File: src/rtl/memoredf_pkg.sv
// Shared constants and types for the 1-to-4 stream demultiplexer.
package memoredf_pkg;

  localparam int NUM_CH     = 4;
  localparam int DATA_W_DEF = 16;
  localparam int CNT_W_DEF  = 32;

  typedef logic [1:0] ch_sel_t;

endpackage

File: src/rtl/demux_out_slot.sv
// One output channel: holding register, valid flag and delivered-transaction counter.
module demux_out_slot
  import memoredf_pkg::*;
#(
  parameter int DATA_W = DATA_W_DEF,
  parameter int CNT_W  = CNT_W_DEF
) (
  input  logic              clk,
  input  logic              reset,
  input  logic              acc,
  input  logic [DATA_W-1:0] in_data,
  input  logic              ready,
  input  logic              cnt_clr,
  output logic              valid,
  output logic [DATA_W-1:0] data,
  output logic [CNT_W-1:0]  cnt
);

  logic deliver;

  assign deliver = valid & ready;

  // Holding register: a same-edge accept wins over the deliver, so the slot streams without bubbles.
  always_ff @(posedge clk) begin
    if (reset) begin
      valid <= 1'b0;
      data  <= '0;
    end else if (acc) begin
      valid <= 1'b1;
      data  <= in_data;
    end else if (deliver) begin
      valid <= 1'b0;
    end
  end

  // Delivered count wraps; a clear on the same edge as a deliver discards that deliver.
  always_ff @(posedge clk) begin
    if (reset) begin
      cnt <= '0;
    end else if (cnt_clr) begin
      cnt <= '0;
    end else if (deliver) begin
      cnt <= cnt + CNT_W'(1);
    end
  end

endmodule

File: src/rtl/demux_1to4_stream.sv
// Registered 1-to-4 stream demux: decodes s_ready from the selected slot and steers the accept.
module demux_1to4_stream
  import memoredf_pkg::*;
#(
  parameter int DATA_W = DATA_W_DEF,
  parameter int CNT_W  = CNT_W_DEF
) (
  input  logic                     clk,
  input  logic                     reset,
  input  logic                     s_valid,
  output logic                     s_ready,
  input  logic [DATA_W-1:0]        s_data,
  input  logic [1:0]               s_sel,
  output logic [NUM_CH-1:0]        m_valid,
  input  logic [NUM_CH-1:0]        m_ready,
  output logic [NUM_CH*DATA_W-1:0] m_data,
  input  logic                     cnt_clr,
  output logic [NUM_CH*CNT_W-1:0]  cnt
);

  ch_sel_t           sel;
  logic [NUM_CH-1:0] acc;

  assign sel = s_sel;

  // Only the addressed channel's space may open the input.
  always_comb begin
    s_ready = ~m_valid[sel] | m_ready[sel];
  end

  for (genvar i = 0; i < NUM_CH; i++) begin : g_slot
    assign acc[i] = s_valid & s_ready & (sel == ch_sel_t'(i));

    demux_out_slot #(
      .DATA_W (DATA_W),
      .CNT_W  (CNT_W)
    ) u_slot (
      .clk     (clk),
      .reset   (reset),
      .acc     (acc[i]),
      .in_data (s_data),
      .ready   (m_ready[i]),
      .cnt_clr (cnt_clr),
      .valid   (m_valid[i]),
      .data    (m_data[i*DATA_W +: DATA_W]),
      .cnt     (cnt[i*CNT_W +: CNT_W])
    );
  end

endmodule

File: config.mk
export PLATFORM = sky130hd
export DESIGN_NAME = demux_1to4_stream
export DESIGN_NICKNAME = d
export VERILOG_FILES = /design/src/rtl/memoredf_pkg.sv /design/src/rtl/demux_out_slot.sv /design/src/rtl/demux_1to4_stream.sv
export SDC_FILE = /design/constraint.sdc
export NUM_CORES = 1
export LEC_CHECK = 0
export ABC_CLOCK_PERIOD_IN_PS = 2080
export BUFFER_PORTS_ARGS = -buffer_cell sky130_fd_sc_hd__buf_2
export CORE_MARGIN = 2
export CORE_UTILIZATION = 53
export CTS_CLUSTER_SIZE = 30
export DETAILED_ROUTE_END_ITERATION = 8
export GPL_TIMING_DRIVEN = 0
export PLACE_DENSITY = 0.77
export SLEW_MARGIN = 40
export SYNTH_ARGS = -nofsm -noshare
export SYNTH_HDL_FRONTEND = slang
export SYNTH_HIERARCHICAL = 1
export SYNTH_SLANG_ARGS = --single-unit
File: constraint.sdc
create_clock -name clk -period 2.08 [get_ports clk]
set_input_delay 0.416 -clock clk [delete_from_list [all_inputs] [get_ports clk]]
set_output_delay 0.416 -clock clk [all_outputs]
set_load 0.01 [all_outputs]
==> results of run 1 <==
[critical path, delay by kind of cell (launching register included)]
kind                   cells  cell delay, ps
buffers and inverters      1             160
and+or+nand+nor            1             150
DFF                        1             410
muxes                      1             460
[state kept, by name (all words and copies together), names as in the netlist]
signal,count
g_slot.u_slot/cnt,128
g_slot.u_slot/valid,4
g_slot.u_slot/data,64
[repair_timing]
action,4_1_cts,5_1_grt
hold buffers,0,0
pin swaps,0,0
resized for setup,9,38
setup endpoints to repair,58,77
[kinds of logic after synthesis]
family	Yosys count	synth area share (%)
DFF	196	45.6
muxes	93	11.0
buffers and inverters	80	3.72
xor gates and xnor gates	40	4.07
AOI/OAI and AO/OA	120	7.91
and+or+nand+nor	428	27.1
adders and majority gates	4	0.582
[per-stage QoR]
step	setup slack [ps]	area, um2	power [mW]	util, %	hold WS, ps
global route	-30.4	10700	7.75	67.1	293
detailed placement	-518	9990	4.28	62.9	475
floorplan	145	8600	4.11	-	496
global placement	-488	9990	4.28	62.9	468
CTS	6.57	10600	7.56	66.6	270
finish	61.9	10700	7.50	67.1	282
[power breakdown]
group	internal, mW	switching, mW
Sequential	3.80	0.0294
Clock	1.82	1.48
Combinational	0.135	0.237
Total	5.75	1.75
[layout by cell type (no fill, tap or decap), types with 12 or more instances in the layout]
master,count
clkbuf_2,15
and3_1,12
or4_1,32
clkbuf_16,17
and4_1,16
mux2i_1,92
dfxtp_1,192
nand2_1,68
nand3_1,44
inv_1,20
o31ai_1,32
nor4_1,14
xor2_1,40
nand4_1,32
nor2_1,112
clkbuf_1,30
a21oi_1,64
or3_1,52
buf_2,227
o21ai_0,24
[final cells by class]
class / count / area [um2] / area share (%)
multi-input combinational: 685 / 4450 / 41.7
sequential: 196 / 3930 / 36.8
timing repair buffer: 222 / 1110 / 10.4
clock buffer: 18 / 439 / 4.12
tap: 216 / 270 / 2.53
buffer: 54 / 243 / 2.28
clock inverter: 14 / 148 / 1.38
inverter: 20 / 75.1 / 0.704
antenna: 1 / 2.50 / 0.0235
[how the worst max path moves through the flow]
stage | start | to | slack [ps]
4_1_cts | g_slot[2].u_slot/cnt[4]$_SDFFE_PP0P_ | g_slot[2].u_slot/cnt[31]$_SDFFE_PP0P_ | 7
5_1_grt | g_slot[2].u_slot/cnt[4]$_SDFFE_PP0P_ | g_slot[2].u_slot/cnt[18]$_SDFFE_PP0P_ | -30
3_5_place_dp | m_ready[2] | g_slot[2].u_slot/data[2]$_SDFFE_PP0P_ | -520
2_1_floorplan | m_ready[0] | g_slot[0].u_slot/data[0]$_SDFFE_PP0P_ | 150
6_report | g_slot[2].u_slot/valid$_SDFFE_PP0P_ | s_ready | 60
3_3_place_gp | m_ready[2] | g_slot[2].u_slot/data[14]$_SDFFE_PP0P_ | -490
[per-layer routing]
metal  track usage (%)  wire (um)
met1              32.8      10200
met2              40.3      10400
met3              7.25       1700
met4              10.2        659
met5                 0          0
==> impl_metrics.py, run 1 <==
metrics = {
    "floorplan": {
        "rows": 46,
        "ioPinCount": 223,
        "die_height_um": 131,
        "dieWidth_um": 131,
        "initial_utilization_pct": 54.2,
        "core_um2": 15900,
        "die_area_um2": 17300,
    },
    "setup_path": {
        "reg2reg_depth": 5,
        "path_class": "flop to primary output",
        "path_max_fanout": 8,
        "rr_startpoint": "g_slot[1].u_slot/cnt[13]$_SDFFE_PP0P_",
        "rr_endpoint": "g_slot[1].u_slot/cnt[23]$_SDFFE_PP0P_",
        "cp.arrival_ps": 1600,
        "crit_path_top_delay_cell": "mux4_2",
        "slowest_delay_ps": 460,
        "r2r_slack_ps": 110,
        "start_kind": "flop",
        "endpoint_kind": "primary output",
        "crit_chain": "nand2b_1 -> mux4_2 -> buf_2",
        "critPathRequiredTime_ps": 1660,
    },
    "outcome": {
        "outcome": "complete, no violations",
    },
    "drt": {
        "drt-initial-drc-count": 517,
        "routed_wirelength_um": 23000,
        "drc": 0,
        "avgRoutedWirePerCell_um": 16.1,
        "postRouteAntennaNets": 0,
        "vias": 8063,
        "vias_per_cell": 5.65,
        "dr.pass1.iters": 5,
    },
    "clock_tree": {
        "clkTransAtPathRegs_ps": 70,
        "postCtsSetupBuffers": 0,
        "cts_root_buf": "clkbuf_16",
        "cts_buffer_depth": 2,
        "cts_sinks": 196,
        "numCtsBuffers": 17,
        "cts_tree": "done",
        "htreeDepth": 4,
        "clk_latency_ps": 420,
    },
    "placed_design": {
        "dp_cells": 1399,
        "dp_hpwl_um": 16200,
        "gp_congestion": 0.852,
        "port_buffers": 222,
    },
    "synth": {
        "synth_top_cell_by_area": "dfxtp_1",
        "yosys.area.top_type_share_pct": 45.6,
        "synthTopCellsByArea": "dfxtp_1 (46%), mux2i_1 (11%), nor2_1 (4.9%)",
        "ys_top_cells_by_count": "dfxtp_1 (196), nor2_1 (112), mux2i_1 (92)",
        "synth_edf_count": 0,
        "ys_async_sr_fraction_pct": 0,
        "synth_area_um2": 8600,
        "ys_seq_area_share_pct": 45.6,
        "synth.distinct_cells": 30,
        "synth_nets": 991,
        "yosys_warnings": 6,
        "synthCells": 961,
        "ys_seq_elements": 196,
        "synth-main-ff-cell": "dfxtp_1",
        "synth.most_common_cell": "dfxtp_1",
        "syn_avg_cell_area_um2": 8.95,
    },
    "pwr": {
        "ir_worst_vdd_v": 0.000548,
        "power_density_nw_per_um2": 703,
        "leakagePower_nw": 4.22,
    },
    "timing": {
        "max_slew_margin_pct": 58.9,
        "setup_viol": 0,
        "finClkSkew_ps": 11.0,
        "fin_tns_setup_ps": 0,
        "fmax_ghz": 0.496,
        "post-route-min-period_ps": 2020,
        "rsz0062_at_grt": "true",
        "hold_viol_final": 0,
        "worst_pin_slew_ps": 616,
        "period_share_pct": 97.0,
        "maxSlewViolCount": 0,
    },
    "grt": {
        "grt_pass1_wl_um": 36500,
        "grt_max_degree": 37,
        "grt_overflow_total": 0,
        "first_global_vias": 7254,
        "antenna_found_initial": 1,
        "grt_usage_pct": 25.4,
    },
    "finish": {
        "drive_above_1_share_pct": 26.1,
        "fin_nets": 1226,
        "fin_cells": 1426,
        "fill_cells": 1366,
        "syn_to_final_growth_pct": 24.0,
    },
    "job": {
        "max-cap-violations": 0,
    },
    "min_path": {
        "min_from": "s_data[3]",
        "hold_path.class": "input port to flop",
        "holdPathEnd": "g_slot[1].u_slot/data[3]$_SDFFE_PP0P_",
        "min_delay_path_depth": 3,
    },
}
Note: power is estimated with default switching activity, not from simulation.
==> inputs of run 2 (changes only) <==
Settings changed: BUFFER_PORTS_ARGS -buffer_cell sky130_fd_sc_hd__buf_2 to -buffer_cell sky130_fd_sc_hd__clkbuf_2, SYNTH_HIERARCHICAL 1 to default.
==> run 2 against run 1 <==
Register-to-register slack got worse by 50 ps. Cell count rose by 6.7%. Design area rose by 1.5%. Sequential power barely moved. First-iteration DRC count rose by 2.9%. Critical path type unchanged. Non-clock buffer count rose by 18. Largest cell class unchanged. Clock power rose by 5%. Count of clock-buffer cells in the layout rose by 2. Sequential share of layout area fell by 0.16 points.
==> impl_metrics.py, run 2 <==
metrics = {
    "setup_path": {
        "critPathLaunch": "g_slot[3].u_slot.valid$_SDFFE_PP0P_",
        "rr_endpoint": "g_slot[3].u_slot.cnt[29]$_SDFFE_PP0P_",
        "start_kind": "flop",
        "endpoint_kind": "primary output",
        "r2r_slack_ps": 60,
        "critPathRequiredTime_ps": 1660,
        "setup.worst_path.end": "s_ready",
        "cp.arrival_ps": 1660,
        "path_max_fanout": 7,
        "path_class": "flop to primary output",
        "reg2reg_depth": 6,
        "rr_startpoint": "g_slot[3].u_slot.cnt[9]$_SDFFE_PP0P_",
    },
    "drt": {
        "postRouteAntennaNets": 0,
        "drc": 0,
        "drt-initial-drc-count": 532,
        "routed_wirelength_um": 24400,
        "vias_per_cell": 5.79,
        "dr.pass1.iters": 5,
        "vias": 8811,
        "avgRoutedWirePerCell_um": 16.1,
    },
    "grt": {
        "antenna_found_initial": 0,
        "grt_overflow_total": 0,
        "grt_max_degree": 17,
        "first_global_vias": 7630,
        "grt_usage_pct": 27.6,
        "grt_pass1_wl_um": 37800,
    },
    "finish": {
        "largest-register": "g_slot.u_slot.cnt",
        "layout.cells.most_common": "clkbuf_2",
        "syn_to_final_growth_pct": 26.6,
        "antenna_cells": 0,
        "seqCellArea_um2": 3970,
        "largest_register_ffs": 128,
        "fin_nets": 1322,
        "drive_above_1_share_pct": 25.7,
        "multi_input_area_um2": 4430,
        "fill_cells": 1367,
        "reg_top3": "g_slot.u_slot.cnt x128, g_slot.u_slot.data x64, g_slot.u_slot.valid x4",
        "layout_common_cells": "clkbuf_2 (225), nand2_1 (194), dfxtp_1 (169)",
        "fin_cells": 1521,
    },
    "synth": {
        "synth_top_family_by_area": "simple AND/OR/NAND/NOR gates",
        "synthXorXnorAreaFrac_pct": 4.20,
        "ys_seq_area_share_pct": 45.9,
        "synth_edf_count": 0,
        "synth_area_um2": 8550,
        "synth.area.mux_share_pct": 1.43,
        "synth.distinct_cells": 35,
        "synth_compound_area_share_pct": 14.5,
        "synthAdderAreaFrac_pct": 0.585,
        "synth-simple-area-share_pct": 29.8,
        "syn_avg_cell_area_um2": 8.21,
        "synth-main-ff-cell": "dfxtp_1",
        "yosys.area.top_type_share_pct": 45.9,
        "synthTopCellsByArea": "dfxtp_1 (46%), nand2_1 (8.6%), a21oi_1 (8.1%)",
        "yosys_warnings": 0,
        "ys_async_sr_fraction_pct": 0,
        "ys_seq_elements": 196,
        "ys_top_cells_by_count": "dfxtp_1 (196), nand2_1 (196), a21oi_1 (139)",
        "synthCells": 1041,
        "synth_nets": 1071,
        "synth_top_cell_by_area": "dfxtp_1",
    },
    "floorplan": {
        "die_height_um": 131,
        "dieWidth_um": 131,
        "rows": 46,
        "core_um2": 15800,
        "initial_utilization_pct": 54.0,
        "die_area_um2": 17200,
        "ioPinCount": 223,
    },
    "pwr": {
        "p_seq_share_pct": 50.2,
        "power_switching_mw": 1.72,
        "leakagePower_nw": 3.94,
        "power_density_nw_per_um2": 703,
        "intPower_mw": 5.89,
        "ir_worst_vdd_v": 0.000548,
        "sw_frac_of_total_pct": 22.6,
        "p_clk_share_pct": 45.3,
        "power_frac_comb_pct": 4.5,
    },
    "timing": {
        "rsz0062_at_grt": "true",
        "worst_pin_slew_ps": 862,
        "finClkSkew_ps": 8.78,
        "post-route-min-period_ps": 2070,
        "setup_viol": 0,
        "maxSlewViolCount": 0,
        "fin_tns_setup_ps": 0,
        "max_slew_margin_pct": 42.1,
        "fmax_ghz": 0.482,
        "period_share_pct": 99.7,
        "hold_viol_final": 0,
    },
    "clock_tree": {
        "clk_latency_ps": 430,
        "cts_hold_buffers": 0,
        "cts_tree": "done",
        "clkTransAtPathRegs_ps": 70,
        "cts_sinks": 196,
        "cts_root_buf": "clkbuf_16",
        "numCtsBuffers": 17,
        "htreeDepth": 4,
        "cts_buffer_depth": 2,
    },
    "placed_design": {
        "dp_cells": 1478,
        "dp_hpwl_um": 17500,
        "port_buffers": 221,
        "gp_congestion": 0.879,
    },
    "outcome": {
        "outcome": "complete, no violations",
    },
    "min_path": {
        "hold_path.class": "input port to flop",
    },
    "job": {
        "max-cap-violations": 0,
    },
}
run 2: worst min path at each step:
stage,from,endpoint,slack [ps],depth (start not counted)
finish,s_data[2],g_slot[2].u_slot.data[2]$_SDFFE_PP0P_,260,3
global route,s_data[14],g_slot[3].u_slot.data[14]$_SDFFE_PP0P_,260,3
CTS,s_data[2],g_slot[2].u_slot.data[2]$_SDFFE_PP0P_,240,3
detailed placement,g_slot[3].u_slot.data[12]$_SDFFE_PP0P_,g_slot[3].u_slot.data[12]$_SDFFE_PP0P_,450,2
global placement,g_slot[3].u_slot.data[8]$_SDFFE_PP0P_,g_slot[3].u_slot.data[8]$_SDFFE_PP0P_,440,2
floorplan,g_slot[1].u_slot.cnt[1]$_SDFFE_PP0P_,g_slot[1].u_slot.cnt[1]$_SDFFE_PP0P_,480,2
run 2: layout make-up:
| type | instances | share of cell area [%] |
|---|---|---|
| clock buffer | 20 | 4.31 |
| timing repair buffer | 237 | 11.3 |
| sequential | 196 | 36.7 |
| multi-input combinational | 770 | 40.9 |
| buffer | 57 | 2.38 |
| tap | 216 | 2.50 |
| clock inverter | 12 | 1.41 |
| inverter | 13 | 0.451 |
run 2: power by group through the flow:
stage                     logic [mW]  clock network [mW]  registers [mW]
after floorplan                0.156                   0            3.93
after global placement         0.334                   0            3.91
after detailed placement       0.339                   0            3.91
after CTS                      0.340                3.48            3.82
after global routing           0.376                3.64            3.82
final                          0.341                3.45            3.82
run 2: critical path, stage by stage (launching register included):
cell	delay, ps
dfxtp_2	430
nand2b_1	170
mux4_2	490
clkbuf_2	150
run 2: kinds of logic (layout without fill, tap and decap cells):
family | after synthesis | after routing
buffers and inverters | 75 | 339
XOR/XNOR | 41 | 41
flip-flops | 196 | 196
multiplexers | 11 | 11
AND/OR/NAND/NOR | 498 | 498
AO/OA/AOI/OAI | 216 | 216
adder cells (fa/ha/maj) | 4 | 4
run 2: metrics by stage:
| stage | instance area, um2 | hold slack [ps] | util [%] | setup slack (ps) | total power [mW] |
|---|---|---|---|---|---|
| after floorplan | 8560 | 476 | - | 19.5 | 4.08 |
| after detailed placement | 9940 | 447 | 62.8 | -372 | 4.25 |
| after global routing | 10800 | 258 | 68.4 | -53.8 | 7.84 |
| after global placement | 9930 | 441 | 62.8 | -360 | 4.24 |
| after CTS | 10600 | 245 | 67.2 | 4.43 | 7.65 |
| final | 10800 | 257 | 68.4 | 6.03 | 7.61 |
run 2: repair_timing:
action | 4_1_cts | 5_1_grt
setup endpoints to repair | 33 | 56
setup buffers | 5 | 11
gates resized for setup | 19 | 49
pin swaps | 3 | 6
run 2: metal layers:
metal | track usage, % | share of wire (%) | vias up
met5 | 0 | 0 | -
met4 | 9.39 | 1.9 | 0
met3 | 6.43 | 7.6 | 34
met2 | 44.3 | 48 | 336
met1 | 36.7 | 43 | 4158
li1 | - | - | 4283
